File: src/rtl/ps2_input_pkg.sv
// Shared PS/2 scancode constants and the make/break decoder state type
// for the hex-entry keypad block.
package ps2_input_pkg;

  localparam logic [7:0] SC_BREAK  = 8'hF0;
  localparam logic [7:0] SC_EXT    = 8'hE0;
  localparam logic [7:0] SC_ENTER  = 8'h5A;
  localparam logic [7:0] SC_SUBMIT = 8'h1B;
  localparam logic [7:0] SC_BKSP   = 8'h66;

  typedef enum logic [1:0] {
    ST_MAKE,
    ST_BREAK,
    ST_EXT,
    ST_EXT_BREAK
  } dec_state_e;

endpackage

File: src/rtl/ps2_scan_decode.sv
// Combinational PS/2 set-2 scancode to hex nibble lookup (0-9, A-F keys).
module ps2_scan_decode (
  input  logic [7:0] code_i,
  output logic [3:0] nibble_o,
  output logic       is_hex_o
);

  always_comb begin
    nibble_o = 4'h0;
    is_hex_o = 1'b1;
    case (code_i)
      8'h45: nibble_o = 4'h0;
      8'h16: nibble_o = 4'h1;
      8'h1E: nibble_o = 4'h2;
      8'h26: nibble_o = 4'h3;
      8'h25: nibble_o = 4'h4;
      8'h2E: nibble_o = 4'h5;
      8'h36: nibble_o = 4'h6;
      8'h3D: nibble_o = 4'h7;
      8'h3E: nibble_o = 4'h8;
      8'h46: nibble_o = 4'h9;
      8'h1C: nibble_o = 4'hA;
      8'h32: nibble_o = 4'hB;
      8'h21: nibble_o = 4'hC;
      8'h23: nibble_o = 4'hD;
      8'h24: nibble_o = 4'hE;
      8'h2B: nibble_o = 4'hF;
      default: is_hex_o = 1'b0;
    endcase
  end

endmodule

File: src/rtl/ps2_hex_entry.sv
// PS/2 hex keypad entry: key releases build a hex word, Enter captures it
// behind a valid/ready handshake. Define PS2_HEX_BACKSPACE_EN to enable Backspace (66).
//
// state        | meaning
// ST_MAKE      | idle / make codes, waiting for F0 or E0
// ST_BREAK     | F0 seen, next byte is the released key
// ST_EXT       | E0 seen, waiting for F0 of an extended release
// ST_EXT_BREAK | E0 F0 seen, next byte is the released extended key
module ps2_hex_entry
  import ps2_input_pkg::*;
#(
  parameter  int DIGITS = 8,
  parameter  int OUT_W  = 4 * DIGITS,
  localparam int CW     = $clog2(DIGITS + 1)
) (
  input  logic             CLOCK_50,
  input  logic             reset_n,
  input  logic [7:0]       scan_data,
  input  logic             scan_en,
  output logic [OUT_W-1:0] entry,
  output logic [CW-1:0]    digit_count,
  output logic [OUT_W-1:0] out_data,
  output logic             out_valid,
  input  logic             out_ready,
  output logic             submit,
  output logic             overrun
);

  dec_state_e       state_q, state_d;
  logic [OUT_W-1:0] entry_q, entry_d;
  logic [CW-1:0]    cnt_q, cnt_d;
  logic [OUT_W-1:0] out_data_q, out_data_d;
  logic             out_valid_q, out_valid_d;
  logic             submit_q, submit_d;
  logic             overrun_q, overrun_d;

  logic [3:0]       nibble;
  logic             is_hex;
  logic             rel_std;
  logic             rel_ext;

  ps2_scan_decode u_decode (
    .code_i   (scan_data),
    .nibble_o (nibble),
    .is_hex_o (is_hex)
  );

  always_comb begin
    state_d     = state_q;
    entry_d     = entry_q;
    cnt_d       = cnt_q;
    out_data_d  = out_data_q;
    out_valid_d = out_valid_q;
    submit_d    = 1'b0;
    overrun_d   = overrun_q;
    rel_std     = 1'b0;
    rel_ext     = 1'b0;

    // Acceptance retires first so a same-edge Enter sees an empty slot.
    if (out_valid_q && out_ready) out_valid_d = 1'b0;

    if (scan_en) begin
      case (state_q)
        ST_MAKE: begin
          if (scan_data == SC_BREAK)    state_d = ST_BREAK;
          else if (scan_data == SC_EXT) state_d = ST_EXT;
        end
        ST_EXT: begin
          if (scan_data == SC_BREAK) state_d = ST_EXT_BREAK;
          else                       state_d = ST_MAKE;
        end
        ST_BREAK: begin
          rel_std = 1'b1;
          state_d = ST_MAKE;
        end
        ST_EXT_BREAK: begin
          rel_ext = 1'b1;
          state_d = ST_MAKE;
        end
        default: state_d = ST_MAKE;
      endcase
    end

    if ((rel_std || rel_ext) && scan_data == SC_ENTER) begin
      if (!out_valid_d) begin
        out_data_d  = entry_q;
        out_valid_d = 1'b1;
        entry_d     = '0;
        cnt_d       = '0;
      end else begin
        overrun_d = 1'b1;
      end
    end else if (rel_std && is_hex) begin
      if (cnt_q < CW'(DIGITS)) begin
        entry_d = OUT_W'({entry_q, nibble});
        cnt_d   = cnt_q + CW'(1);
      end
    end else if (rel_std && scan_data == SC_SUBMIT) begin
      submit_d = 1'b1;
      entry_d  = '0;
      cnt_d    = '0;
    end
`ifdef PS2_HEX_BACKSPACE_EN
    else if (rel_std && scan_data == SC_BKSP) begin
      if (cnt_q != '0) begin
        entry_d = entry_q >> 4;
        cnt_d   = cnt_q - CW'(1);
      end
    end
`endif
  end

  always_ff @(posedge CLOCK_50) begin
    if (!reset_n) begin
      state_q     <= ST_MAKE;
      entry_q     <= '0;
      cnt_q       <= '0;
      out_data_q  <= '0;
      out_valid_q <= 1'b0;
      submit_q    <= 1'b0;
      overrun_q   <= 1'b0;
    end else begin
      state_q     <= state_d;
      entry_q     <= entry_d;
      cnt_q       <= cnt_d;
      out_data_q  <= out_data_d;
      out_valid_q <= out_valid_d;
      submit_q    <= submit_d;
      overrun_q   <= overrun_d;
    end
  end

  assign entry       = entry_q;
  assign digit_count = cnt_q;
  assign out_data    = out_data_q;
  assign out_valid   = out_valid_q;
  assign submit      = submit_q;
  assign overrun     = overrun_q;

endmodule

File: config.mk
export PLATFORM = sky130hd
export DESIGN_NAME = ps2_hex_entry
export DESIGN_NICKNAME = d
export VERILOG_FILES = /design/src/rtl/ps2_input_pkg.sv /design/src/rtl/ps2_scan_decode.sv /design/src/rtl/ps2_hex_entry.sv
export SDC_FILE = /design/constraint.sdc
export NUM_CORES = 1
export LEC_CHECK = 0
export ABC_AREA = 1
export CORE_ASPECT_RATIO = 0.6
export CORE_UTILIZATION = 52
export CTS_BUF_LIST = sky130_fd_sc_hd__clkbuf_8
export DETAILED_ROUTE_END_ITERATION = 8
export GPL_ROUTABILITY_DRIVEN = 0
export PLACE_DENSITY_LB_ADDON = 0.12
export SLEW_MARGIN = 20
export SYNTH_ARGS = -nofsm -noshare
export SYNTH_HDL_FRONTEND = slang
export SYNTH_HIERARCHICAL = 1
export SYNTH_SLANG_ARGS = --single-unit
export TNS_END_PERCENT = 30
File: constraint.sdc
create_clock -name CLOCK_50 -period 2.55 [get_ports CLOCK_50]
set_input_delay 0.51 -clock CLOCK_50 [delete_from_list [all_inputs] [get_ports CLOCK_50]]
set_output_delay 0.51 -clock CLOCK_50 [all_outputs]
set_load 0.03 [all_outputs]
==> flow_metrics.env <==
export IMPL_synth_nets=542
export IMPL_antenna_violating_nets_post_route=0
export IMPL_final_nets=631
export IMPL_number_of_failing_setup_endpoints_in_the_final_timing_report=0
export IMPL_setup_slack_ps=197
export IMPL_ioPinCount=83
export IMPL_holdCritPathClass="flip-flop to flip-flop"
export IMPL_port_buffers=82
export IMPL_post_synth_top_area_fraction=0.418
export IMPL_grt_max_degree=41
export IMPL_postCtsSetupRepairBufs=0
export IMPL_critical_path_max_stage_delay_ps=390
export IMPL_post_synthesis_cell_count=529
export IMPL_synth_area_leaders="dfxtp_1 (42%), nor2_1 (15%), nand3_1 (11%)"
export IMPL_grt_setup_unrepaired="false"
export IMPL_cts_root_buffer="clkbuf_8"
export IMPL_initial_core_utilization=0.555
export IMPL_die_x_um=108
export IMPL_top_cells_by_instance_count_after_synthesis="nor2_1 (139), nand2_1 (81), nand3_1 (77)"
export IMPL_post_route_drc_count=0
export IMPL_clk_lat_worst_skew_ps=340
export IMPL_groute_usage_overall=0.302
export IMPL_ys_ff_latch=73
export IMPL_cellPowerDensity_nw_per_um2=426
export IMPL_transition_time_at_the_pin_with_the_least_slew_margin_ps=538
export IMPL_avgViaCountPerCell=5.40
export IMPL_irDropWorstVdd_mv=0.315
export IMPL_wire_per_inst_um=13.6
export IMPL_postSynth_topFlopCell="dfxtp_1"
export IMPL_floorplan_core_area_um2=6300
export IMPL_clock_tree_from_tritoncts="built"
export IMPL_synth_cell_area_um2=3500
export IMPL_timing_critical_path_cells="dlygate4sd2_1 > inv_1 > nand2_1 > inv_1 > nand2_1 > nand2_1 > nand2_1 > nand2_1 > nor2_1 > nand2_1 > nand4_2 > inv_2 > nand2_1 > nand3_4 > nand2_2 > inv_2 > buf_12 > nor2_1 > nor2_1"
export IMPL_critPathMaxFanout=20
export IMPL_dieArea_um2=7070
export IMPL_period_utilization=0.923
export IMPL_num_antenna_cells=0
export IMPL_critPathRequiredTime_ps=2780
export IMPL_die_height_um=65.5
export IMPL_count_of_fill_cells_added_during_filler_insertion=512
export IMPL_drt_first_pass_iters=5
export IMPL_max_freq_mhz=425
export IMPL_cell_type_of_the_slowest_stage_on_the_worst_timing_path="dlygate4sd2_1"
export IMPL_finClkSkew_ps=10.8
export IMPL_critPathArrivalTime_ps=2580
export IMPL_synth_warnings=6
export IMPL_post_synth_top_area_cell="dfxtp_1"
export IMPL_detailed_placement_wirelength_estimate_um=6670
export IMPL_clock_sinks=73
export IMPL_tritoncts_num_buffers=9
export IMPL_p_leak_nw=2.10
export IMPL_dr_total_vias=3817
export IMPL_clock_tree_buffer_depth=2
export IMPL_total_length_of_routed_wires_um=9630
export IMPL_worst_path_most_repeated_cell="nand2_1"
export IMPL_hold_buffers=0
export IMPL_crit_path_start_kind="primary input"
export IMPL_place_worst_setup_slack_ps=-389
export IMPL_first_global_vias=3621
export IMPL_maxCapViolations=0
export IMPL_cts_htree_levels=3
export IMPL_layout_drive_gt1_share=0.112
export IMPL_critPathCaptureType="flip-flop"
export IMPL_worst_case_hold_slack_ps=479
export IMPL_antenna_found_initial=0
export IMPL_avgSynthCellArea_um2=6.61
export IMPL_synth_enable_flop_cells=0
export IMPL_critPathKind="primary input to flip-flop"
export IMPL_synth_seq_area_share=0.418
export IMPL_worst_setup_hold_path_clk_slew_ps=70
export IMPL_num_rows=22
export IMPL_synth_distinct_cells=23
export IMPL_synth_async_sr_flop_share=0
export IMPL_global_route_wire_length_before_repair_um=16900
export IMPL_area_growth_syn_to_fin_pct=35.7
export IMPL_report_final_hold_viol_count=0
export IMPL_final_total_power_w=0.00202
export IMPL_run_status="complete, no violations"
export IMPL_synth_most_common_cell="nor2_1"
export IMPL_fin_crit_ps=2350
export IMPL_global_route_overflow_total=0
export IMPL_timing_final_max_slew_violations=0
export IMPL_maxSlewHeadroom=0.641
export IMPL_drtIter0Drc=315
-- registers in the layout, summed over array words and instances, names as in the netlist --
signal	flops
out_valid	1
submit	1
overrun	1
digit_count	4
entry	32
out_data	32
state_q	2
-- report_power, final --
part	switching (W)	internal, W	leakage (nW)
clock	0.000417	0.000344	0.0953
sequential	0.00000112	0.00114	0.588
combinational	0.0000743	0.0000436	1.41
total	0.000493	0.00153	2.10
-- layout by cell type (no fill, tap or decap), drive strengths merged, types with 6 or more instances in the layout --
cell           netlist  layout
nand2               84      84
nand3               79      79
clkdlybuf4s50        0      73
o21ai               36      36
nor3                33      33
clkbuf              23       9
dfxtp               73      73
buf                 10      30
nand4                7       7
nor2               144     144
inv                 31      33
dlymetal6s2s         0       6
-- metal layers --
layer / track usage / vias up / part of all wire
met5: 0 / - / 0
met4: 0.0651 / 0 / 0.0079
met3: 0.0734 / 10 / 0.088
met2: 0.474 / 161 / 0.43
met1: 0.423 / 1761 / 0.47
li1: - / 1885 / -
-- through the flow --
step | TNS (ps) | instances | area (um^2) | utilization
floorplan | 0 | 529 | 3500 | -
global placement | -11680 | 691 | 4530 | 0.719
detailed placement | -13110 | 691 | 4530 | 0.719
CTS | 0 | 707 | 4700 | 0.746
global route | 0 | 707 | 4740 | 0.752
finish | 0 | 707 | 4740 | 0.752
-- final timing paths --
kind              cells past startpoint  slack, ps             end         start
setup / recovery                     19        200  digit_count[1]  scan_data[1]
hold / removal                        2        480         overrun       overrun
setup reg to reg                     10       1070  digit_count[1]    state_q[0]
hold reg to reg                       2        480         overrun       overrun
-- logic make-up (layout without fill, tap and decap cells) --
logic type | count (synthesis) | in the layout | synth area share
AND/OR/NAND/NOR | 349 | 349 | 0.435
flip-flops | 73 | 73 | 0.418
buffers and inverters | 64 | 158 | 0.0816
AO/OA/AOI/OAI | 41 | 41 | 0.0598
adder cells (fa/ha/maj) | 1 | 1 | 0.00358
XOR/XNOR | 1 | 1 | 0.00251
-- critical path, delay by kind of cell --
kind | cells | cell delay, ps
buffers and inverters | 6 | 830
AND/OR/NAND/NOR | 13 | 1250
-- timing repair --
item,CTS,global route
gates resized for setup,5,14
setup endpoints to repair,34,36
gates cloned,0,0
pin swaps,0,1
-- cell type report --
type / count / area, um^2 / area share
clock buffers: 9 / 124 / 0.0261
inverters: 31 / 116 / 0.0245
clock inverters: 7 / 40.0 / 0.00844
repair buffers: 111 / 1110 / 0.235
well taps: 84 / 105 / 0.0222
flip-flops and latches: 73 / 1460 / 0.308
multi-input cells: 392 / 1780 / 0.376
Note: power is estimated with default switching activity, not from simulation.
